===== config.mk =====
export PLATFORM = sky130hd
export DESIGN_NAME = prio_rr_arbiter_flat
export DESIGN_NICKNAME = d
export VERILOG_FILES = /design/src/rtl/arb_pkg.sv /design/src/rtl/prio_rr_arbiter_if.sv /design/src/rtl/arb_grant_sel.sv /design/src/rtl/prio_rr_arbiter.sv /design/src/flat_wrapper.sv
export SDC_FILE = /design/constraint.sdc
export NUM_CORES = 1
export LEC_CHECK = 0
export ABC_AREA = 1
export CORE_MARGIN = 5
export CORE_UTILIZATION = 42
export DETAILED_ROUTE_END_ITERATION = 8
export GPL_TIMING_DRIVEN = 0
export PLACE_DENSITY = 0.82
export RECOVER_POWER = 25
export SKIP_LAST_GASP = 1
export SYNTH_ARGS = -nofsm -noshare
export SYNTH_HDL_FRONTEND = slang
export SYNTH_HIERARCHICAL = 1
export SYNTH_SLANG_ARGS = --single-unit

===== constraint.sdc =====
create_clock -name clk -period 6.3 [get_ports clk]
set_input_delay 0.63 -clock clk [delete_from_list [all_inputs] [get_ports clk]]
set_output_delay 0.63 -clock clk [all_outputs]
set_load 0.02 [all_outputs]

===== src/rtl/arb_pkg.sv =====
// rtl/arb_pkg.sv - shared defaults, channel-code width and idle code for prio_rr_arbiter
package arb_pkg;
   localparam int DEF_CH_NUM     = 3;
   localparam int DEF_DATA_WIDTH = 32;
   localparam int DEF_PRIO_WIDTH = 2;

   // One extra bit beyond the channel index so the all-ones idle code never aliases a channel
   function automatic int ch_w(input int ch_num);
      return $clog2(ch_num) + 1;
   endfunction

   function automatic logic [7:0] idle_code(input int ch_num);
      return 8'((1 << ch_w(ch_num)) - 1);
   endfunction

   localparam int                    DEF_CH_W      = ch_w(DEF_CH_NUM);
   localparam logic [DEF_CH_W-1:0]   DEF_IDLE_CODE = '1;
endpackage


===== src/rtl/prio_rr_arbiter_if.sv =====
// rtl/prio_rr_arbiter_if.sv - uplink/downlink signal bundle; slave modport is the arbiter side
interface prio_rr_arbiter_if
   import arb_pkg::*;
#(
   parameter int CH_NUM     = DEF_CH_NUM,
   parameter int DATA_WIDTH = DEF_DATA_WIDTH,
   parameter int PRIO_WIDTH = DEF_PRIO_WIDTH
) ();
   localparam int CH_W = ch_w(CH_NUM);

   logic [CH_NUM*PRIO_WIDTH-1:0] arb_ch_priority;
   logic [CH_NUM-1:0]            arb_uplink_valid;
   logic [CH_NUM*DATA_WIDTH-1:0] arb_ch_data_in;
   logic [CH_NUM-1:0]            arb_uplink_ready;
   logic                         arb_downlink_valid;
   logic                         arb_downlink_ready;
   logic [DATA_WIDTH-1:0]        arb_data_out;
   logic [CH_W-1:0]              arb_ch_chosen;

   modport master (
      output arb_ch_priority, arb_uplink_valid, arb_ch_data_in, arb_downlink_ready,
      input  arb_uplink_ready, arb_downlink_valid, arb_data_out, arb_ch_chosen
   );

   modport slave (
      input  arb_ch_priority, arb_uplink_valid, arb_ch_data_in, arb_downlink_ready,
      output arb_uplink_ready, arb_downlink_valid, arb_data_out, arb_ch_chosen
   );
endinterface


===== src/rtl/arb_grant_sel.sv =====
// rtl/arb_grant_sel.sv - combinational winner pick: lowest priority value, ties to first at/after rr_ptr
module arb_grant_sel
   import arb_pkg::*;
#(
   parameter int CH_NUM     = DEF_CH_NUM,
   parameter int PRIO_WIDTH = DEF_PRIO_WIDTH,
   parameter int CH_W       = ch_w(DEF_CH_NUM)
) (
   input  logic [CH_NUM-1:0]            i_valid,
   input  logic [CH_NUM*PRIO_WIDTH-1:0] i_priority,
   input  logic [CH_W-1:0]              i_rr_ptr,
   output logic [CH_NUM-1:0]            o_grant,
   output logic                         o_found
);
   logic [PRIO_WIDTH-1:0] w_best;
   logic                  w_any;
   int                    w_dist;
   int                    w_best_dist;
   int                    w_sel;

   always_comb begin
      w_best      = '1;
      w_any       = 1'b0;
      w_dist      = 0;
      w_best_dist = CH_NUM;
      w_sel       = 0;
      o_grant     = '0;

      for (int i = 0; i < CH_NUM; i++) begin
         if (i_valid[i] && (!w_any || i_priority[i*PRIO_WIDTH +: PRIO_WIDTH] < w_best)) begin
            w_best = i_priority[i*PRIO_WIDTH +: PRIO_WIDTH];
            w_any  = 1'b1;
         end
      end

      // Among best-priority channels, the one with the shortest upward distance from rr_ptr wins
      for (int i = 0; i < CH_NUM; i++) begin
         w_dist = i - int'(i_rr_ptr);
         if (w_dist < 0)
            w_dist = w_dist + CH_NUM;
         if (i_valid[i] && i_priority[i*PRIO_WIDTH +: PRIO_WIDTH] == w_best && w_dist < w_best_dist) begin
            w_best_dist = w_dist;
            w_sel       = i;
         end
      end

      for (int i = 0; i < CH_NUM; i++)
         o_grant[i] = w_any && (w_sel == i);

      o_found = w_any;
   end
endmodule


===== src/rtl/prio_rr_arbiter.sv =====
// rtl/prio_rr_arbiter.sv - priority arbiter with registered output stage; round-robin tie-break under PRIO_RR_ARBITER_RR_TIE_EN
module prio_rr_arbiter
   import arb_pkg::*;
#(
   parameter int CH_NUM     = DEF_CH_NUM,
   parameter int DATA_WIDTH = DEF_DATA_WIDTH,
   parameter int PRIO_WIDTH = DEF_PRIO_WIDTH
) (
   input  logic                clk,
   input  logic                rst_n,
   prio_rr_arbiter_if.slave    arb
);
   localparam int              CH_W = ch_w(CH_NUM);
   localparam logic [CH_W-1:0] IDLE = CH_W'(idle_code(CH_NUM));

   logic [CH_NUM-1:0]     w_grant;
   logic                  w_found;
   logic                  w_open;
   logic                  w_up_xfer;
   logic [CH_W-1:0]       w_win_idx;
   logic [DATA_WIDTH-1:0] w_win_data;
   logic [CH_W-1:0]       w_rr_ptr;

   logic                  r_dl_valid;
   logic [DATA_WIDTH-1:0] r_data;
   logic [CH_W-1:0]       r_chosen;

   arb_grant_sel #(
      .CH_NUM     (CH_NUM),
      .PRIO_WIDTH (PRIO_WIDTH),
      .CH_W       (CH_W)
   ) u_grant_sel (
      .i_valid    (arb.arb_uplink_valid),
      .i_priority (arb.arb_ch_priority),
      .i_rr_ptr   (w_rr_ptr),
      .o_grant    (w_grant),
      .o_found    (w_found)
   );

   assign w_open    = !r_dl_valid || arb.arb_downlink_ready;
   // rst_n in the term keeps every ready bit low for as long as reset is held
   assign w_up_xfer = w_found && w_open && rst_n;

   always_comb begin
      w_win_idx  = '0;
      w_win_data = '0;
      for (int i = 0; i < CH_NUM; i++) begin
         if (w_grant[i]) begin
            w_win_idx  = CH_W'(i);
            w_win_data = arb.arb_ch_data_in[i*DATA_WIDTH +: DATA_WIDTH];
         end
      end
   end

`ifdef PRIO_RR_ARBITER_RR_TIE_EN
   logic [CH_W-1:0] r_rr_ptr;

   always_ff @(posedge clk or negedge rst_n) begin
      if (!rst_n)
         r_rr_ptr <= '0;
      else if (w_up_xfer)
         r_rr_ptr <= (w_win_idx == CH_W'(CH_NUM - 1)) ? '0 : w_win_idx + CH_W'(1);
   end

   assign w_rr_ptr = r_rr_ptr;
`else
   assign w_rr_ptr = '0;
`endif

   // An accept always wins over a drain, so a word arriving as the old one leaves costs no bubble
   always_ff @(posedge clk or negedge rst_n) begin
      if (!rst_n) begin
         r_dl_valid <= 1'b0;
         r_data     <= '0;
         r_chosen   <= IDLE;
      end else if (w_up_xfer) begin
         r_dl_valid <= 1'b1;
         r_data     <= w_win_data;
         r_chosen   <= w_win_idx;
      end else if (r_dl_valid && arb.arb_downlink_ready) begin
         r_dl_valid <= 1'b0;
         r_chosen   <= IDLE;
      end
   end

   assign arb.arb_uplink_ready   = w_up_xfer ? w_grant : '0;
   assign arb.arb_downlink_valid = r_dl_valid;
   assign arb.arb_data_out       = r_data;
   assign arb.arb_ch_chosen      = r_chosen;
endmodule


===== src/flat_wrapper.sv =====
// flat-port wrapper written by rule: the top's interface ports become plain ports
module prio_rr_arbiter_flat import arb_pkg::*;
#(
   parameter int CH_NUM     = DEF_CH_NUM,
   parameter int DATA_WIDTH = DEF_DATA_WIDTH,
   parameter int PRIO_WIDTH = DEF_PRIO_WIDTH
)
  (clk, rst_n, arb_arb_ch_priority, arb_arb_uplink_valid, arb_arb_ch_data_in, arb_arb_downlink_ready, arb_arb_uplink_ready, arb_arb_downlink_valid, arb_arb_data_out, arb_arb_ch_chosen);
  prio_rr_arbiter_if #(.CH_NUM(CH_NUM), .DATA_WIDTH(DATA_WIDTH), .PRIO_WIDTH(PRIO_WIDTH)) arb_i ();
  input  logic clk;
  input  logic rst_n;
  input wire logic [$bits(arb_i.arb_ch_priority)-1:0] arb_arb_ch_priority;
  input wire logic [$bits(arb_i.arb_uplink_valid)-1:0] arb_arb_uplink_valid;
  input wire logic [$bits(arb_i.arb_ch_data_in)-1:0] arb_arb_ch_data_in;
  input wire logic [$bits(arb_i.arb_downlink_ready)-1:0] arb_arb_downlink_ready;
  output wire logic [$bits(arb_i.arb_uplink_ready)-1:0] arb_arb_uplink_ready;
  output wire logic [$bits(arb_i.arb_downlink_valid)-1:0] arb_arb_downlink_valid;
  output wire logic [$bits(arb_i.arb_data_out)-1:0] arb_arb_data_out;
  output wire logic [$bits(arb_i.arb_ch_chosen)-1:0] arb_arb_ch_chosen;
  assign arb_i.arb_ch_priority = arb_arb_ch_priority;
  assign arb_i.arb_uplink_valid = arb_arb_uplink_valid;
  assign arb_i.arb_ch_data_in = arb_arb_ch_data_in;
  assign arb_i.arb_downlink_ready = arb_arb_downlink_ready;
  assign arb_arb_uplink_ready = arb_i.arb_uplink_ready;
  assign arb_arb_downlink_valid = arb_i.arb_downlink_valid;
  assign arb_arb_data_out = arb_i.arb_data_out;
  assign arb_arb_ch_chosen = arb_i.arb_ch_chosen;
  prio_rr_arbiter #(.CH_NUM(CH_NUM), .DATA_WIDTH(DATA_WIDTH), .PRIO_WIDTH(PRIO_WIDTH)) u_core (.clk(clk), .rst_n(rst_n), .arb(arb_i));
endmodule

==> impl_metrics.csv, run 1 <==
group,metric,value,unit
run_status,status,"complete, but fails checks",
run_status,failed_checks,"max-capacitance violations, max-slew violations",
logic_synthesis,synth_seq_cells,36,
placed_design,io_buffer_count,146,
clocking,clkSinkCount,36,
logic_synthesis,synth_flop_cell,"dfrtp_1",
global_routing,grt_pass1_vias,3558,
logic_synthesis,yosysUniqueCellTypes,33,
layout,drive_gt1_share,10.5,%
floorplan,io_pins,147,
sta,fin_crit,5.85,ns
drt,drt-pass1-iter-count,4,
sta,fmax,171,MHz
layout,fin_util,68.2,%
sta,finalHoldViolCount,0,
logic_synthesis,netlist_instances,471,
layout,area_delta_synth_final,58.9,%
drt,wl,10600,µm
drt,num_vias,3696,
setup_path,cp-end-kind,"output port",
worst_hold_path,min_path_cells,2,
drt,route.detailed.wl_per_inst,14.2,µm
clocking,cts_max_level,2,
setup_path,start_kind,"input port",
logic_synthesis,syn_area_per_cell,6.57,µm²
floorplan,die_h,95.8,µm
layout,antennaDiodeCount,0,
layout,num-fill-cells,639,
floorplan,rows,31,
layout,register_area,905,µm²
clocking,clkTransAtPathRegs,0.07,ns
pwr,intPower,658,µW
logic_synthesis,synth_top_area_share,26.7,%
logic_synthesis,synth_top_cells_by_count,"207 x nand2_1, 41 x nand3_1, 35 x inv_1",
sta,max-slew-margin-rel,-35.6,%
clocking,cts-root-buf,"clkbuf_8",
clocking,cts_tree,"yes",
placed_design,dp_hpwl,8490,µm
floorplan,die_x,95.8,µm
pwr,ir_worst_vdd,0.162,mV
pwr,leakage,0.00247,µW
logic_synthesis,async_flop_share,100,%
setup_path,critPathSlowestCell,"clkdlybuf4s50_1",
layout,nets,778,
floorplan,initial_core_util,42.9,%
sta,setup_viol,0,
logic_synthesis,yosysTopAreaCell,"dfrtp_1",
pwr,power_switching,430,µW
setup_path,path_max_fanout,11,
floorplan,dieArea,9180,µm²
global_routing,antenna_found_initial,0,
pwr,clkPwrFrac,16.2,%
pwr,seqPwrFrac,30.1,%
setup_path,slowest_delay,0.52,ns
global_routing,grt_pass1_wl,16400,µm
clocking,insertion_delay,0.29,ns
sta,slew_viol_final,38,
sta,skew,0.00595,ns
clocking,cts_buffer_depth,2,
drt,via_per_inst,4.93,
setup_path,reg2reg_depth,6,
logic_synthesis,yosysSeqAreaShare,29.2,%
sta,worst_slew_pin_slew,2.03,ns
pwr,netSwitchingFraction,39.5,%
setup_path,worstPathRequired,5.67,ns
drt,first_iter_violations,166,
pwr,p_total,1090,µW
sta,setup-tns-final,0,ns
drt,drcViolationCount,0,
sta,fin_crit_sh,92.8,%
job,drv_cap,1,
setup_path,path_class,"in -> out",
logic_synthesis,syn_area,3090,µm²
clocking,cts_buffers,5,
sta,holdWs,0.497,ns
worst_hold_path,hold_class,"reg -> reg",
setup_path,crit_top_cell,"nand2_1",
logic_synthesis,synth_edf_count,0,
layout,multi_input_area,2000,µm²
global_routing,grt_usage,22.4,%
global_routing,globalRouteOverflowTotal,0,
pwr,power.density,221,nW/µm²
pwr,p_comb_share,53.7,%
drt,drtAntennaViolNets,0,
logic_synthesis,yosysMostFrequentCell,"nand2_1",
placed_design,gp_congestion,0.860,
logic_synthesis,synth.area.top_cells,"dfrtp_1 27%, nand2_1 25%, ha_1 8.1%",
setup_path,critical_path_arrival,5.22,ns
floorplan,coreArea,7210,µm²
global_routing,grt_max_degree,38,
logic_synthesis,yosys_warnings,6,
cells in the final DEF, fill, tap and decap left out, types with 2 or more instances in the layout:
cell             synthesis  final
nand2_1                207    205
clkdlybuf4s50_1          0    141
nand3_1                 41     41
inv_1                   35     34
nand4_1                 33     33
dfrtp_1                 33     33
conb_1                   1     22
ha_1                    20     20
nor2_1                  16     15
buf_4                    4     11
buf_2                   12     11
nand2_2                 10     11
o21ai_0                 12     10
buf_6                    6      7
clkbuf_8                 0      6
a21oi_1                  7      6
clkbuf_1                 4      5
or2_2                    4      4
xor2_1                   4      4
nand2_4                  2      3
o21ai_1                  1      3
dfstp_2                  3      3
inv_2                    1      2
nor2_4                   2      2
nor2_2                   1      2
xnor2_1                  2      2
power by group through the flow:
stage                     Clock (µW)  Combinational [µW]  Sequential [µW]
final                            176                 584              327
after global routing             190                 635              335
after detailed placement           0                 560              331
after global placement             0                 551              330
after CTS                        182                 564              327
after floorplan                    0                 220              409
path summary, 6_finish.rpt:
check                                                               start                                 endpoint  slack (ns)
worst max-delay path                               arb_arb_ch_priority[1]                  arb_arb_uplink_ready[1]        0.45
worst min-delay path              u_core/arb.arb_data_out[13]$_DFFE_PN0P_  u_core/arb.arb_data_out[13]$_DFFE_PN0P_        0.50
worst max register to register  u_core/arb.arb_downlink_valid$_DFFE_PN0P_  u_core/arb.arb_data_out[14]$_DFFE_PN0P_        5.10
worst min register to register    u_core/arb.arb_data_out[13]$_DFFE_PN0P_  u_core/arb.arb_data_out[13]$_DFFE_PN0P_        0.50
max in group asynchronous                                           rst_n  u_core/arb.arb_data_out[20]$_DFFE_PN0P_        4.22
min in group asynchronous                                           rst_n   u_core/arb.arb_data_out[3]$_DFFE_PN0P_        0.91
sequential cells by signal, indices dropped and copies added, names as in the netlist:
name                           flops
u_core/arb.arb_data_out           32
u_core/arb.arb_ch_chosen           3
u_core/arb.arb_downlink_valid      1
stage by stage:
step                      setup WS, ns  instance area (µm²)  instances
after floorplan                  0.951                 3170        492
after global placement          -0.438                 4760        737
after detailed placement        -0.687                 4750        737
after CTS                       0.0129                 4850        743
after global routing           -0.0280                 4920        749
final                            0.453                 4920        749
logic make-up after synthesis:
| family | synth area share [%] |
|---|---|
| compound gates | 4.49 |
| buf+inv | 9.95 |
| xor+xnor | 1.70 |
| other cells | 0.121 |
| flops | 29.2 |
| simple gates | 45.8 |
| fa+ha+maj | 8.73 |
routing by layer:
layer | up-vias | global-route usage [%] | wire, µm
met2 | 125 | 39.4 | 5300
met5 | - | 0 | 0
met3 | 17 | 5.08 | 799
li1 | 1848 | - | -
met1 | 1706 | 27.1 | 4280
met4 | 0 | 6.87 | 225
repair_timing:
| item | in CTS | in global routing |
|---|---|---|
| resized for setup | 10 | 17 |
| hold buffers | 0 | 0 |
| buffers inserted | 0 | 6 |
| endpoints found under the setup margin | 3 | 3 |
| cloned | 0 | 0 |
layout make-up:
cell class	instances	share of cell area [%]
tap	99	2.52
multi-input combinational	394	40.7
clock inverter	1	0.153
sequential	36	18.4
clock buffer	7	1.76
timing repair buffer	152	30.3
buffer	24	3.46
inverter	36	2.75
critical path: cells and delay by family:
family / cells / cell delay (ns)
adder cells (fa/ha/maj): 4 / 1.08
AND/OR/NAND/NOR: 27 / 2.03
buffers and inverters: 6 / 1.04
AO/OA/AOI/OAI: 4 / 0.40
No activity file was read; power rests on OpenSTA's default activity.
==> inputs of run 2 (changes only) <==
RECOVER_POWER = unset   (was 25)
==> run 2 against run 1 <==
The flow now finishes without violations. Clock power about the same. Design area about the same. Wire length hardly changed. Sequential share of layout area about the same. Non-clock buffer count unchanged. Register-to-register slack about the same. Global-route usage did not move.
==> impl_metrics.csv, run 2 (synthesis gave the netlist of run 1 again) <==
group,metric,value,unit
layout,fin_util,68.2,%
placed_design,placed_cell_area,4750,µm²
setup_path,path_max_fanout,11,
layout,final_cell_mix,"205 x nand2_1, 141 x clkdlybuf4s50_1, 41 x nand3_1, 34 x inv_1",
clocking,ctsHoldBuffers,0,
placed_design,io_buffer_count,146,
floorplan,io_pins,147,
global_routing,grt_max_degree,38,
setup_path,reg2reg_slack,5.10,ns
clocking,cts_buffer_depth,2,
drt,wl,10600,µm
clocking,cts_buffers,5,
sta,setup_viol,0,
floorplan,die_h,95.8,µm
layout,fin_area,4920,µm²
sta,max-slew-margin-rel,43.5,%
drt,drcViolationCount,0,
layout,num-fill-cells,638,
setup_path,worstPathRequired,5.67,ns
floorplan,die_x,95.8,µm
setup_path,reg2reg_to,"u_core/arb.arb_data_out[14]$_DFFE_PN0P_",
global_routing,globalRouteOverflowTotal,0,
sta,skew,0.00603,ns
layout,layout_commonest_cell,"nand2_1",
pwr,power.density,221,nW/µm²
global_routing,grt_pass1_wl,16400,µm
setup_path,critPathSlowestCell,"clkdlybuf4s50_1",
clocking,cts_max_level,2,
global_routing,grt_usage,22.4,%
drt,drtAntennaViolNets,0,
pwr,leakage,0.00247,µW
setup_path,r2r_start,"u_core/arb.arb_downlink_valid$_DFFE_PN0P_",
job,drv_cap,0,
setup_path,cp-end-kind,"output port",
drt,via_per_inst,4.94,
sta,fin_crit,5.85,ns
setup_path,path_class,"in -> out",
setup_path,reg2reg_depth,6,
sta,slew_viol_final,0,
floorplan,dieArea,9180,µm²
clocking,clkTransAtPathRegs,0.08,ns
floorplan,initial_core_util,42.9,%
floorplan,rows,31,
sta,worst_slew_pin_slew,0.847,ns
clocking,cts-root-buf,"clkbuf_8",
pwr,ir_worst_vdd,0.162,mV
worst_hold_path,hold_class,"in -> async",
clocking,cts_tree,"yes",
clocking,insertion_delay,0.29,ns
layout,area_delta_synth_final,59.0,%
drt,first_iter_violations,166,
sta,fmax,171,MHz
run_status,status,"finished clean",
layout,drive_gt1_share,10.6,%
placed_design,dp_hpwl,8490,µm
drt,drt-pass1-iter-count,4,
drt,route.detailed.wl_per_inst,14.2,µm
floorplan,coreArea,7210,µm²
sta,fin_crit_sh,92.8,%
drt,num_vias,3698,
sta,holdWs,0.443,ns
sta,finalHoldViolCount,0,
clocking,clkSinkCount,36,
layout,antennaDiodeCount,0,
global_routing,antenna_found_initial,0,
global_routing,grt_pass1_vias,3558,
placed_design,gp_congestion,0.860,
setup_path,critical_path_arrival,5.22,ns
layout,largest_reg_flops,32,
layout,nets,778,
setup_path,crit_top_cell,"nand2_1",
sta,setup-tns-final,0,ns
setup_path,slowest_delay,0.52,ns
setup_path,start_kind,"input port",
## run 2: timing repair
action | CTS | global route
resized for setup | 10 | 17
endpoints found under the hold margin | 0 | 0
buffers inserted | 0 | 6
endpoints found under the setup margin | 3 | 3
## run 2: stage by stage
stage | power [µW] | instances | setup slack (ns)
floorplan | 629 | 492 | 0.951
global placement | 881 | 737 | -0.438
detailed placement | 891 | 737 | -0.687
CTS | 1070 | 743 | 0.0129
global route | 1160 | 749 | -0.0280
finish | 1090 | 749 | 0.453
## run 2: critical path, delay by kind of cell
kind,cells,cell delay [ns]
AOI/OAI and AO/OA,4,0.40
adders and majority gates,4,1.08
buffers and inverters,6,1.04
and+or+nand+nor,27,2.03
## run 2: area by class of cell
cell class	instances	area [µm²]	share of cell area, %
buffer	24	170	3.46
clock buffer	7	86.3	1.76
clock inverter	1	7.51	0.153
inverter	36	135	2.75
multi-input combinational	394	2000	40.7
sequential	36	905	18.4
tap	99	124	2.52
timing repair buffer	152	1490	30.3
## run 2: power breakdown
group          total, µW  switching (µW)  internal [µW]
Sequential           327            32.5            295
Clock                176            87.4           89.0
Combinational        584             310            274
## run 2: routing by layer
layer | global-route usage, % | wire length, µm | vias to the layer above
met1 | 27.1 | 4280 | 1710
met3 | 5.08 | 799 | 17
met5 | 0 | 0 | -
met2 | 39.4 | 5300 | 123
met4 | 6.87 | 225 | 0
li1 | - | - | 1848
## run 2: worst max-delay path by stage
stage                     slack (ns)                 endpoint  depth (start not counted)                    start
after floorplan                 0.95  arb_arb_uplink_ready[1]                         41  arb_arb_uplink_valid[0]
after global placement         -0.44  arb_arb_uplink_ready[1]                         43  arb_arb_uplink_valid[0]
after detailed placement       -0.69  arb_arb_uplink_ready[1]                         42  arb_arb_uplink_valid[0]
after CTS                       0.01  arb_arb_uplink_ready[1]                         41  arb_arb_uplink_valid[0]
after global routing           -0.03  arb_arb_uplink_ready[2]                         41   arb_arb_ch_priority[1]
final                           0.45  arb_arb_uplink_ready[1]                         41   arb_arb_ch_priority[1]
==> inputs of run 3 (changes only) <==
clock period = 6.4 ns   (was 6.3 ns; I/O delays follow)
==> run 3 against run 2 <==
Register-to-register slack improved by 0.10 ns. Via count rose by 0.24%. Clock power hardly changed. Critical path depth did not move. Setup slack improved by 0.083 ns. Wire length shrank 0.35%. Non-clock buffer count stayed put. Sequential power fell by 2%. Cell count stayed put. Critical endpoint unchanged. Design area stayed put.
==> impl_metrics.csv, run 3 (synthesis gave the netlist of run 1 again) <==
group,metric,value,unit
run_status,status,"finished clean",
worst_hold_path,hold_class,"in -> async",
clocking,cts_buffers,5,
clocking,insertion_delay,0.29,ns
layout,nets,778,
sta,fin_crit,5.86,ns
drt,num_vias,3707,
floorplan,die_x,95.8,µm
floorplan,initial_core_util,42.9,%
setup_path,path_class,"in -> out",
drt,first_iter_violations,167,
setup_path,critical_path_arrival,5.22,ns
floorplan,coreArea,7210,µm²
clocking,cts-root-buf,"clkbuf_8",
layout,antennaDiodeCount,0,
layout,fin_util,68.2,%
drt,wl,10600,µm
pwr,ir_worst_vdd,0.159,mV
setup_path,slowest_delay,0.52,ns
placed_design,io_buffer_count,146,
setup_path,worstPathRequired,5.76,ns
global_routing,antenna_found_initial,0,
sta,fin_crit_sh,91.6,%
floorplan,io_pins,147,
layout,largest_reg_flops,32,
setup_path,path_max_fanout,11,
placed_design,dp_hpwl,8490,µm
drt,drt-met1-wl,4230,µm
clocking,clkTransAtPathRegs,0.08,ns
global_routing,grt_usage,22.4,%
sta,holdWs,0.454,ns
job,drv_cap,0,
setup_path,critPathSlowestCell,"clkdlybuf4s50_1",
sta,setup_viol,0,
global_routing,globalRouteOverflowTotal,0,
setup_path,start_kind,"input port",
sta,max-slew-margin-rel,43.4,%
sta,rsz0062_at_grt,"no",
clocking,clkSinkCount,36,
global_routing,grt_max_degree,38,
pwr,leakage,0.00247,µW
pwr,power.density,218,nW/µm²
clocking,cts_buffer_depth,2,
drt,drt-pass1-iter-count,5,
clocking,cts_max_level,2,
sta,slew_viol_final,0,
clocking,cts_tree,"yes",
sta,fmax,171,MHz
placed_design,gp_congestion,0.860,
layout,drive_gt1_share,10.6,%
pwr,p_total,1070,µW
setup_path,cp-end-kind,"output port",
drt,top_layer,"met4",
layout,num-fill-cells,638,
floorplan,dieArea,9180,µm²
global_routing,grt_pass1_vias,3558,
drt,route.detailed.wl_per_inst,14.1,µm
sta,skew,0.00526,ns
setup_path,crit_top_cell,"nand2_1",
sta,worst_slew_pin_slew,0.850,ns
sta,finalHoldViolCount,0,
global_routing,grt_pass1_wl,16400,µm
drt,via_per_inst,4.95,
floorplan,rows,31,
layout,layout_commonest_cell,"nand2_1",
drt,drtAntennaViolNets,0,
drt,drcViolationCount,0,
drt,route.met3.wl,817,µm
floorplan,die_h,95.8,µm
layout,area_delta_synth_final,59.0,%
layout,final_cell_mix,"205 x nand2_1, 141 x clkdlybuf4s50_1, 41 x nand3_1, 34 x inv_1",
drt,met2_wirelength,5310,µm
==> run 3: area by class of cell <==
| class | count | area (µm²) | area share, % |
|---|---|---|---|
| clock inverter | 1 | 7.51 | 0.153 |
| inverter | 36 | 135 | 2.75 |
| multi-input combinational | 394 | 2000 | 40.7 |
| clock buffer | 7 | 86.3 | 1.76 |
| buffer | 24 | 170 | 3.46 |
| sequential | 36 | 905 | 18.4 |
| tap | 99 | 124 | 2.52 |
| timing repair buffer | 152 | 1490 | 30.3 |
==> run 3: repair_timing <==
item,in CTS,in global routing
cloned,0,0
setup buffers,0,6
endpoints found under the setup margin,3,3
resized for setup,8,19
hold buffers,0,0
==> run 3: power by group <==
part,internal [µW],total (µW),switching (µW)
sequential,290,322,32.0
combinational,270,575,305
clock,87.6,173,85.3
==> run 3: worst paths after layout <==
| path | startpoint | endpoint | slack (ns) | depth (start not counted) |
|---|---|---|---|---|
| hold / removal | rst_n | u_core/arb.arb_data_out[3]$_DFFE_PN0P_ | 0.45 | 1 |
| setup reg to reg | u_core/arb.arb_downlink_valid$_DFFE_PN0P_ | u_core/arb.arb_data_out[30]$_DFFE_PN0P_ | 5.20 | 6 |
| min in group clk | u_core/arb.arb_data_out[13]$_DFFE_PN0P_ | u_core/arb.arb_data_out[13]$_DFFE_PN0P_ | 0.50 | 2 |
| setup / recovery | arb_arb_ch_priority[1] | arb_arb_uplink_ready[1] | 0.54 | 41 |
| hold reg to reg | u_core/arb.arb_data_out[13]$_DFFE_PN0P_ | u_core/arb.arb_data_out[13]$_DFFE_PN0P_ | 0.50 | 2 |
| max in group asynchronous | rst_n | u_core/arb.arb_data_out[20]$_DFFE_PN0P_ | 5.41 | 1 |
==> run 3: critical path: cells and delay by family <==
kind,cells,cell delay (ns)
AOI/OAI and AO/OA,4,0.40
adders and majority gates,4,1.08
buffers and inverters,6,1.04
and+or+nand+nor,27,2.03
==> run 3: metrics by stage <==
| stage | TNS [ns] | worst slack [ns] | cell area [µm²] | std cells |
|---|---|---|---|---|
| 6_report | 0 | 0.536 | 4920 | 749 |
| 5_1_grt | 0 | 0.0502 | 4920 | 749 |
| 4_1_cts | 0 | 0.0405 | 4850 | 743 |
| 3_5_place_dp | -1.47 | -0.607 | 4750 | 737 |
| 3_3_place_gp | -0.698 | -0.358 | 4760 | 737 |
| 2_1_floorplan | 0 | 1.03 | 3170 | 492 |
==> run 3: metal layers <==
| layer | vias up | track usage (%) |
|---|---|---|
| li1 | 1849 | - |
| met4 | 0 | 6.87 |
| met5 | - | 0 |
| met3 | 15 | 5.08 |
| met2 | 131 | 39.4 |
| met1 | 1712 | 27.1 |
